## config.mk

```make
export PLATFORM = sky130hd
export DESIGN_NAME = sr_drift_multimode
export DESIGN_NICKNAME = d
export VERILOG_FILES = /design/src/rtl/sr_drift_multimode.sv
export SDC_FILE = /design/constraint.sdc
export NUM_CORES = 2
export LEC_CHECK = 0
export ABC_AREA = 1
export ABC_CLOCK_PERIOD_IN_PS = 19400
export BUFFER_PORTS_ARGS = -buffer_cell sky130_fd_sc_hd__buf_2
export CELL_PAD_IN_SITES_DETAIL_PLACEMENT = 2
export CELL_PAD_IN_SITES_GLOBAL_PLACEMENT = 2
export CORE_MARGIN = 3
export CORE_UTILIZATION = 34
export CTS_CLUSTER_DIAMETER = 150
export DETAILED_ROUTE_END_ITERATION = 10
export GPL_ROUTABILITY_DRIVEN = 0
export PLACE_DENSITY_LB_ADDON = 0.25
export SLEW_MARGIN = 20
export SYNTH_ARGS = -nofsm -noshare
export SYNTH_HDL_FRONTEND = slang
export SYNTH_SLANG_ARGS = --single-unit
```

## constraint.sdc

```tcl
create_clock -name clk -period 19.4 [get_ports clk]
set_clock_uncertainty 0.05 [all_clocks]
set_input_delay 2.91 -clock clk [delete_from_list [all_inputs] [get_ports clk]]
set_output_delay 2.91 -clock clk [all_outputs]
set_load 0.02 [all_outputs]
```

## src/rtl/sr_drift_multimode.sv

```systemverilog
// Multi-channel Schumann Resonance drift engine: bounded per-channel offsets added to fixed
// centers, advanced on per-channel period events in hold / walk / slew / common-mode.
module sr_drift_multimode #(
  parameter int unsigned                  WIDTH         = 18,
  parameter int unsigned                  FRAC          = 14,
  parameter int unsigned                  NUM_CH        = 5,
  parameter logic [NUM_CH*WIDTH-1:0]      CENTER_PACKED = {18'd823, 18'd643, 18'd514,
                                                           18'd354, 18'd199},
  parameter logic [NUM_CH*WIDTH-1:0]      BOUND_PACKED  = {18'd51, 18'd39, 18'd26,
                                                           18'd21, 18'd13},
  parameter int unsigned                  PERIOD_W      = 16,
  parameter logic [NUM_CH*PERIOD_W-1:0]   PERIOD_PACKED = {16'd5, 16'd8, 16'd16,
                                                           16'd6, 16'd4},
  parameter int unsigned                  STEP          = 1,
  parameter logic [31:0]                  LFSR_SEED     = 32'hACE1_2468
) (
  input  logic                      clk,
  input  logic                      rst,
  input  logic                      clk_en,
  input  logic [1:0]                mode,
  input  logic                      target_valid,
  output logic                      target_ready,
  input  logic [3:0]                target_ch,
  input  logic [WIDTH-1:0]          target_offset,
  output logic [NUM_CH*WIDTH-1:0]   omega_dt_packed,
  output logic [NUM_CH*WIDTH-1:0]   drift_offset_packed,
  output logic [NUM_CH-1:0]         step_strobe,
  output logic [NUM_CH-1:0]         at_bound,
  output logic                      bad_ch_err
);

  typedef enum logic [1:0] {
    ModeHold   = 2'b00,
    ModeWalk   = 2'b01,
    ModeSlew   = 2'b10,
    ModeCommon = 2'b11
  } mode_e;

  // Galois mask for x^32 + x^22 + x^2 + x + 1, shifting right.
  localparam logic [31:0]          LfsrTaps = 32'h8020_0003;
  localparam logic [31:0]          SeedEff  = (LFSR_SEED == 32'd0) ? 32'd1 : LFSR_SEED;
  localparam logic signed [WIDTH:0] StepX   = (WIDTH+1)'(STEP);

  // FRAC only documents the Q-format; nothing is rescaled internally.
  if (FRAC >= WIDTH) begin : g_frac_note
  end

  function automatic logic [WIDTH-1:0] center_of(input int unsigned ch);
    return CENTER_PACKED[ch*WIDTH +: WIDTH];
  endfunction

  function automatic logic signed [WIDTH:0] bound_of(input int unsigned ch);
    return {1'b0, BOUND_PACKED[ch*WIDTH +: WIDTH]};
  endfunction

  function automatic logic [PERIOD_W-1:0] period_m1(input int unsigned ch);
    return PERIOD_PACKED[ch*PERIOD_W +: PERIOD_W] - 1'b1;
  endfunction

  logic signed [WIDTH-1:0] off_q   [NUM_CH];
  logic signed [WIDTH-1:0] off_d   [NUM_CH];
  logic signed [WIDTH-1:0] tgt_q   [NUM_CH];
  logic signed [WIDTH-1:0] tgt_d   [NUM_CH];
  logic [WIDTH-1:0]        omega_q [NUM_CH];
  logic [WIDTH-1:0]        omega_d [NUM_CH];
  logic [PERIOD_W-1:0]     cnt_q   [NUM_CH];
  logic [PERIOD_W-1:0]     cnt_d   [NUM_CH];

  logic [NUM_CH-1:0] strobe_q, strobe_d;
  logic [NUM_CH-1:0] atb_q, atb_d;
  logic [NUM_CH-1:0] ev;
  logic [31:0]       lfsr_q, lfsr_d;
  logic              ready_q, ready_d;
  logic              err_q, err_d;
  logic              pend_valid_q, pend_valid_d;
  logic [3:0]        pend_ch_q, pend_ch_d;
  logic [WIDTH-1:0]  pend_off_q, pend_off_d;
  logic              accept, ch_ok;

  logic signed [WIDTH:0] off_x, tgt_x, bnd_x, nbnd_x, up_x, dn_x, new_x, diff_x;
  logic signed [WIDTH:0] pend_x, clamp_x;

  always_comb begin
    lfsr_d = lfsr_q;
    if (clk_en) begin
      lfsr_d = {1'b0, lfsr_q[31:1]} ^ (lfsr_q[0] ? LfsrTaps : 32'd0);
    end

    // Every accept, good or bad channel, costs exactly one not-ready cycle.
    accept       = target_valid && ready_q;
    ch_ok        = (32'(target_ch) < NUM_CH);
    ready_d      = !accept;
    pend_valid_d = accept && ch_ok;
    pend_ch_d    = accept ? target_ch : pend_ch_q;
    pend_off_d   = accept ? target_offset : pend_off_q;
    err_d        = err_q || (accept && !ch_ok);
    pend_x       = {pend_off_q[WIDTH-1], pend_off_q};

    ev       = '0;
    strobe_d = '0;
    atb_d    = '0;
    off_x    = '0;
    tgt_x    = '0;
    bnd_x    = '0;
    nbnd_x   = '0;
    up_x     = '0;
    dn_x     = '0;
    new_x    = '0;
    diff_x   = '0;
    clamp_x  = '0;

    for (int i = 0; i < int'(NUM_CH); i++) begin
      ev[i]    = clk_en && (cnt_q[i] == period_m1(i));
      cnt_d[i] = cnt_q[i];
      if (clk_en) begin
        cnt_d[i] = ev[i] ? '0 : cnt_q[i] + 1'b1;
      end

      off_x  = {off_q[i][WIDTH-1], off_q[i]};
      tgt_x  = {tgt_q[i][WIDTH-1], tgt_q[i]};
      bnd_x  = bound_of(i);
      nbnd_x = -bnd_x;
      up_x   = off_x + StepX;
      dn_x   = off_x - StepX;
      diff_x = tgt_x - off_x;
      new_x  = off_x;

      if (ev[i]) begin
        unique case (mode_e'(mode))
          ModeHold: begin
            new_x = off_x;
          end
          ModeWalk: begin
            strobe_d[i] = 1'b1;
            if (lfsr_q[i]) new_x = (up_x > bnd_x) ? dn_x : up_x;
            else           new_x = (dn_x < nbnd_x) ? up_x : dn_x;
          end
          ModeSlew: begin
            strobe_d[i] = 1'b1;
            if (diff_x > StepX)       new_x = up_x;
            else if (diff_x < -StepX) new_x = dn_x;
            else                      new_x = tgt_x;
          end
          ModeCommon: begin
            strobe_d[i] = 1'b1;
            if (lfsr_q[0]) new_x = (up_x > bnd_x) ? bnd_x : up_x;
            else           new_x = (dn_x < nbnd_x) ? nbnd_x : dn_x;
          end
        endcase
      end

      off_d[i]   = new_x[WIDTH-1:0];
      omega_d[i] = center_of(i) + new_x[WIDTH-1:0];
      atb_d[i]   = (new_x == bnd_x) || (new_x == nbnd_x);

      // Target write lands after this cycle's event, so a coinciding event sees the old target.
      clamp_x = (pend_x > bnd_x) ? bnd_x : ((pend_x < nbnd_x) ? nbnd_x : pend_x);
      tgt_d[i] = tgt_q[i];
      if (pend_valid_q && (pend_ch_q == 4'(i))) begin
        tgt_d[i] = clamp_x[WIDTH-1:0];
      end
    end
  end

  always_ff @(posedge clk or posedge rst) begin
    if (rst) begin
      lfsr_q       <= SeedEff;
      ready_q      <= 1'b1;
      err_q        <= 1'b0;
      pend_valid_q <= 1'b0;
      pend_ch_q    <= '0;
      pend_off_q   <= '0;
      strobe_q     <= '0;
      atb_q        <= '0;
      for (int i = 0; i < int'(NUM_CH); i++) begin
        off_q[i]   <= '0;
        tgt_q[i]   <= '0;
        cnt_q[i]   <= '0;
        omega_q[i] <= center_of(i);
      end
    end else begin
      lfsr_q       <= lfsr_d;
      ready_q      <= ready_d;
      err_q        <= err_d;
      pend_valid_q <= pend_valid_d;
      pend_ch_q    <= pend_ch_d;
      pend_off_q   <= pend_off_d;
      strobe_q     <= strobe_d;
      atb_q        <= atb_d;
      off_q        <= off_d;
      tgt_q        <= tgt_d;
      cnt_q        <= cnt_d;
      omega_q      <= omega_d;
    end
  end

  for (genvar g = 0; g < int'(NUM_CH); g++) begin : g_pack
    assign omega_dt_packed[g*WIDTH +: WIDTH]     = omega_q[g];
    assign drift_offset_packed[g*WIDTH +: WIDTH] = off_q[g];
  end

  assign step_strobe  = strobe_q;
  assign at_bound     = atb_q;
  assign target_ready = ready_q;
  assign bad_ch_err   = err_q;

endmodule

```

After elaboration in Yosys (flattened, before gate mapping)
Index checks and enable logic that the tools add are counted.

cells by class
  reductions and logical operators = 24
  bitwise gates (word level) = 1
  add/sub/neg operators = 25
  eq/ne operators = 22
  multiplexer cells = 72
  order comparisons = 31

operators with widths
  kind                      number
  $mux W19                  45
  $pmux W19 S4              5
  $mux W18                  10
  $add A18 B2 Y19 const B   5
  $gt A19 B2 Y1 const B     5
  $lt A19 B1 Y1 const B     5
  $sub A18 B18 Y19          5
  $sub A18 B2 Y19 const B   5
  $add A16 B1 Y16 const B   5
  $mux W16                  5
  $eq A19 B6 Y1 const B     4
  $eq A19 B7 Y1 const B     4
  $add A10 B18 Y18 const A  3
  $eq A16 B3 Y1 const B     3
  $eq A19 B5 Y1 const B     2
  $gt A19 B6 Y1 const B     2
  $gt A19 B7 Y1 const B     2
  $lt A19 B6 Y1 const B     2
  $lt A19 B7 Y1 const B     2
  $gt A18 B6 Y1 const B     2
  $gt A18 B7 Y1 const B     2
  $lt A18 B6 Y1 const B     2
  $lt A18 B7 Y1 const B     2
  $mux W32                  1
  other kinds (22)          47

storage, ports and cells
  bits of input ports = 28
  register bits = 417
  word-level logic and storage cells = 203

Longest topological paths before layout
  word-level depth = 8
  gate-level depth with buffers = 35

Worst setup path after synthesis
OpenSTA, ideal clock, no wires.

  path type = input-to-reg
  start point = input clk_en
  end point = register omega_q (netlist bit omega_dt_packed[53])
  setup time = 0.117 ns
  path slack = 13.794 ns
  arrival = 5.440 ns
  stages = 21
  data required time = 19.233 ns
  path through = buf_2 inv_2 nor2_1 nand4_1 or4_1 nor2_2 inv_1 clkbuf_1 a31oi_1 nand3_1 nand2_1 inv_1 ha_1 inv_1 nor2_1 nand2_1 nor2_1 nand2_1 nand2_1 nand2_1 nand2_1

RTL lines
  what                           line  source
  start, declared                19    input logic clk_en,
  end signal, assigned by index  179   omega_q[i] <= center_of(i);
  end signal, assigned           193   omega_q <= omega_d;
  end, declared                  64    logic [WIDTH-1:0] omega_q [NUM_CH];

==> impl_results.md <==
* Status: complete, no violations
* Chip Height at 343 um
* Setup TNS Final at 0 ns
* RSZ-0062 raised after global routing: false
* Layout fillers at 14,095
* Gr usage total at 30.4%
* Global-route wire length before repair at 283,000 um
* Post-CTS setup buffer count at 0
* Number of max-cap violations at 0
* Minimum clock period at 6.71 ns
* Via count of the first global-routing pass at 47,789
* Die width at 343 um
* Layout cells sized above 1 at 8.42%
* Pleak at 23.0 nW
* Cts bufs inserted at 52
* Largest net degree at the start of global routing at 113
* Fmax at 149 MHz
* Synth Cell Area at 38,600 um2
* WL met3 at 7580 um
* Worst VDD drop at 0.0632 mV
* Core Area at 112,000 um2
* Top cells by area, synth: dfrtp_1 25%, nand2_1 20%, nand3_1 8.3%
* Total power at 3.50 mW
* Grt total ovfl at 0
* Fin crit share at 34.6%
* Startpoint Class: flop
* Kind of critical path: flop to flop
* Crit-path max FO at 31
* Dpl ws at 12.18 ns
* Most frequent cell after synthesis: nand2_1
* Clk sinks at 415
* Layout net count at 6,666
* DR top layer: met4
* Sequential-to-total area share from yosys stat at 27.0%
* DRT Pass-1 Iters at 6
* Die area at 118,000 um2
* Antenna violations before repair at 5
* DRC at 0
* Cts hold-fix bufs at 0
* FP Rows at 122
* Initial DRC count at 3,068
* Clk Latency, worst-skew pair at 0.67 ns
* Synthesized instance count at 6,392
* Final Hold Fails at 0
* Power Dens Cells at 81.7 nW/um2
* CP Capture Type: flop
* Post-synth top flop: dfrtp_1
* Async set-or-reset flop fraction in the synthesized netlist at 100%
* Via density at 5.52
* Worst Tran Pin Value at 1.07 ns
* Setup ws final at 12.69 ns
* Number of synthesized register bits at 415
* Drt total wl at 182,000 um
* Vias at 44,375
* Worst Path Required at 19.89 ns
* CTS resizes at 0
* Min-delay worst type: flop to flop
* Post-DP HPWL at 138,000 um
* Most frequent cells after synthesis: 2,029 x nand2_1, 847 x inv_1, 690 x nor2_1
* Starting Density at 34.6%
* ANT nets after route at 0
* Root buf cell: clkbuf_16
* Max-slew violation count at 0
* Cell taking the most area after synthesis: dfrtp_1
* Final Setup Violations at 0
* Post-synth EDFFs at 0
* Clock Pin Slew Worst Setup and Hold Paths at 0.07 ns
* Area growth, synth to finish at 11.1%
* Routed wl met2 at 87,800 um
* CTS tree: yes
* Post-synth top area share at 24.6%
* Worst slew margin at 28.6%
* H-tree levels at 2
* Yosys cell types at 71
* Fin cells at 8,034
* IO Port Bufs at 219
* Wl on met1 at 81,000 um
* Syn nets at 6,557
* Num ports at 220
* Worst EP arrival at 7.21 ns
* Avg WL per Cell at 22.6 um
* Max Root-Sink Buffers at 3
* Synth warn at 0
* Placed Cells at 7,935
* Mean Syn Cell Area at 6.04 um2
-- per-layer routing --
layer	vias up	track usage [%]
met3	275	2.93
li1	20627	-
met4	0	9.29
met5	-	0
met2	1017	52.9
met1	22456	39.7
-- flip-flops by register name, indices dropped and copies added (netlist names) --
signal               flops
pend_off_q              18
lfsr_q                  32
pend_ch_q                4
at_bound                 5
omega_dt_packed         90
drift_offset_packed     88
cnt_q                   80
tgt_q                   90
pend_valid_q             1
target_ready             1
bad_ch_err               1
step_strobe              5
-- per-stage QoR --
step | hold WS [ns] | instance area, um2 | utilization, %
2_1_floorplan | 0.392 | 38600 | -
3_3_place_gp | 0.396 | 41000 | 36.7
3_5_place_dp | 0.419 | 41000 | 36.7
4_1_cts | 0.432 | 42900 | 38.4
5_1_grt | 0.452 | 42900 | 38.4
6_report | 0.432 | 42900 | 38.4
-- power breakdown --
| part | switching [mW] | total [mW] | internal [mW] |
|---|---|---|---|
| Clock | 0.450 | 1.09 | 0.641 |
| Combinational | 0.873 | 1.25 | 0.373 |
| Sequential | 0.180 | 1.17 | 0.987 |
-- worst max-delay path, cell delays in order, from the launching register on --
cell and delay (ns):
dfrtp_1 0.68, inv_2 0.25, ha_1 0.28, nand2_1 0.15, nor2_1 0.36, xor2_1 0.23, inv_1 0.13, nand2_1 0.06
nor4_1 0.45, nand4_1 0.15, nor3_1 0.16, nand4_1 0.10, ha_1 0.49, clkinv_1 0.86, nor2_1 0.70, a221oi_1 0.18
nand2_1 0.12, inv_1 0.05, nor2_1 0.12, nand2_1 0.10, nand2_1 0.20, nand2_1 0.14, nor2_1 0.13, nand2_1 0.08
nand3_1 0.17, nand2_1 0.08, nand2_1 0.06, nand2_1 0.06
-- area by class of cell --
cell class / instances / area, um2 / area share, %
Tap cell: 1488 / 1860 / 4.34
Timing Repair Buffer: 266 / 1460 / 3.41
Clock buffer: 72 / 1510 / 3.52
Sequential cell: 415 / 10400 / 24.3
Clock inverter: 26 / 363 / 0.846
Inverter: 889 / 3340 / 7.80
Antenna cell: 1 / 2.50 / 0.00584
Multi-Input combinational cell: 4877 / 23900 / 55.8
-- placed cells by master, fill, tap and decap left out, drive strengths merged, types with 7 or more instances in the layout --
master	instances
xor2	176
a21oi	251
ha	132
nand2	2068
dfstp	36
nor3	94
nand3b	38
inv	883
o21ai	381
nor4	32
buf	266
o211ai	45
xnor2	18
dfrtp	379
nand3	649
bufinv	7
o22ai	15
clkinv	19
o221ai	7
nand4	135
clkbuf	72
a31oi	20
nor2	731
-- cell families after synthesis --
logic type | Yosys count | synth area share [%]
and+or+nand+nor | 3769 | 41.6
buffers and inverters | 1100 | 11.1
AOI/OAI and AO/OA | 771 | 11.1
DFF | 415 | 27.0
xor gates and xnor gates | 194 | 4.44
adders and majority gates | 137 | 4.54
muxes | 6 | 0.175
-- final timing paths --
check | startpoint | to | slack, ns | depth (start not counted)
setup / recovery | omega_dt_packed[18] | omega_dt_packed[30] | 12.69 | 27
hold / removal | cnt_q[56] | cnt_q[56] | 0.43 | 1
setup reg to reg | omega_dt_packed[18] | omega_dt_packed[30] | 12.69 | 27
hold reg to reg | cnt_q[56] | cnt_q[56] | 0.43 | 1
max in group asynchronous | rst | drift_offset_packed[51] | 14.01 | 5
min in group asynchronous | rst | drift_offset_packed[74] | 2.28 | 2
Note: power is estimated with default switching activity, not from simulation.
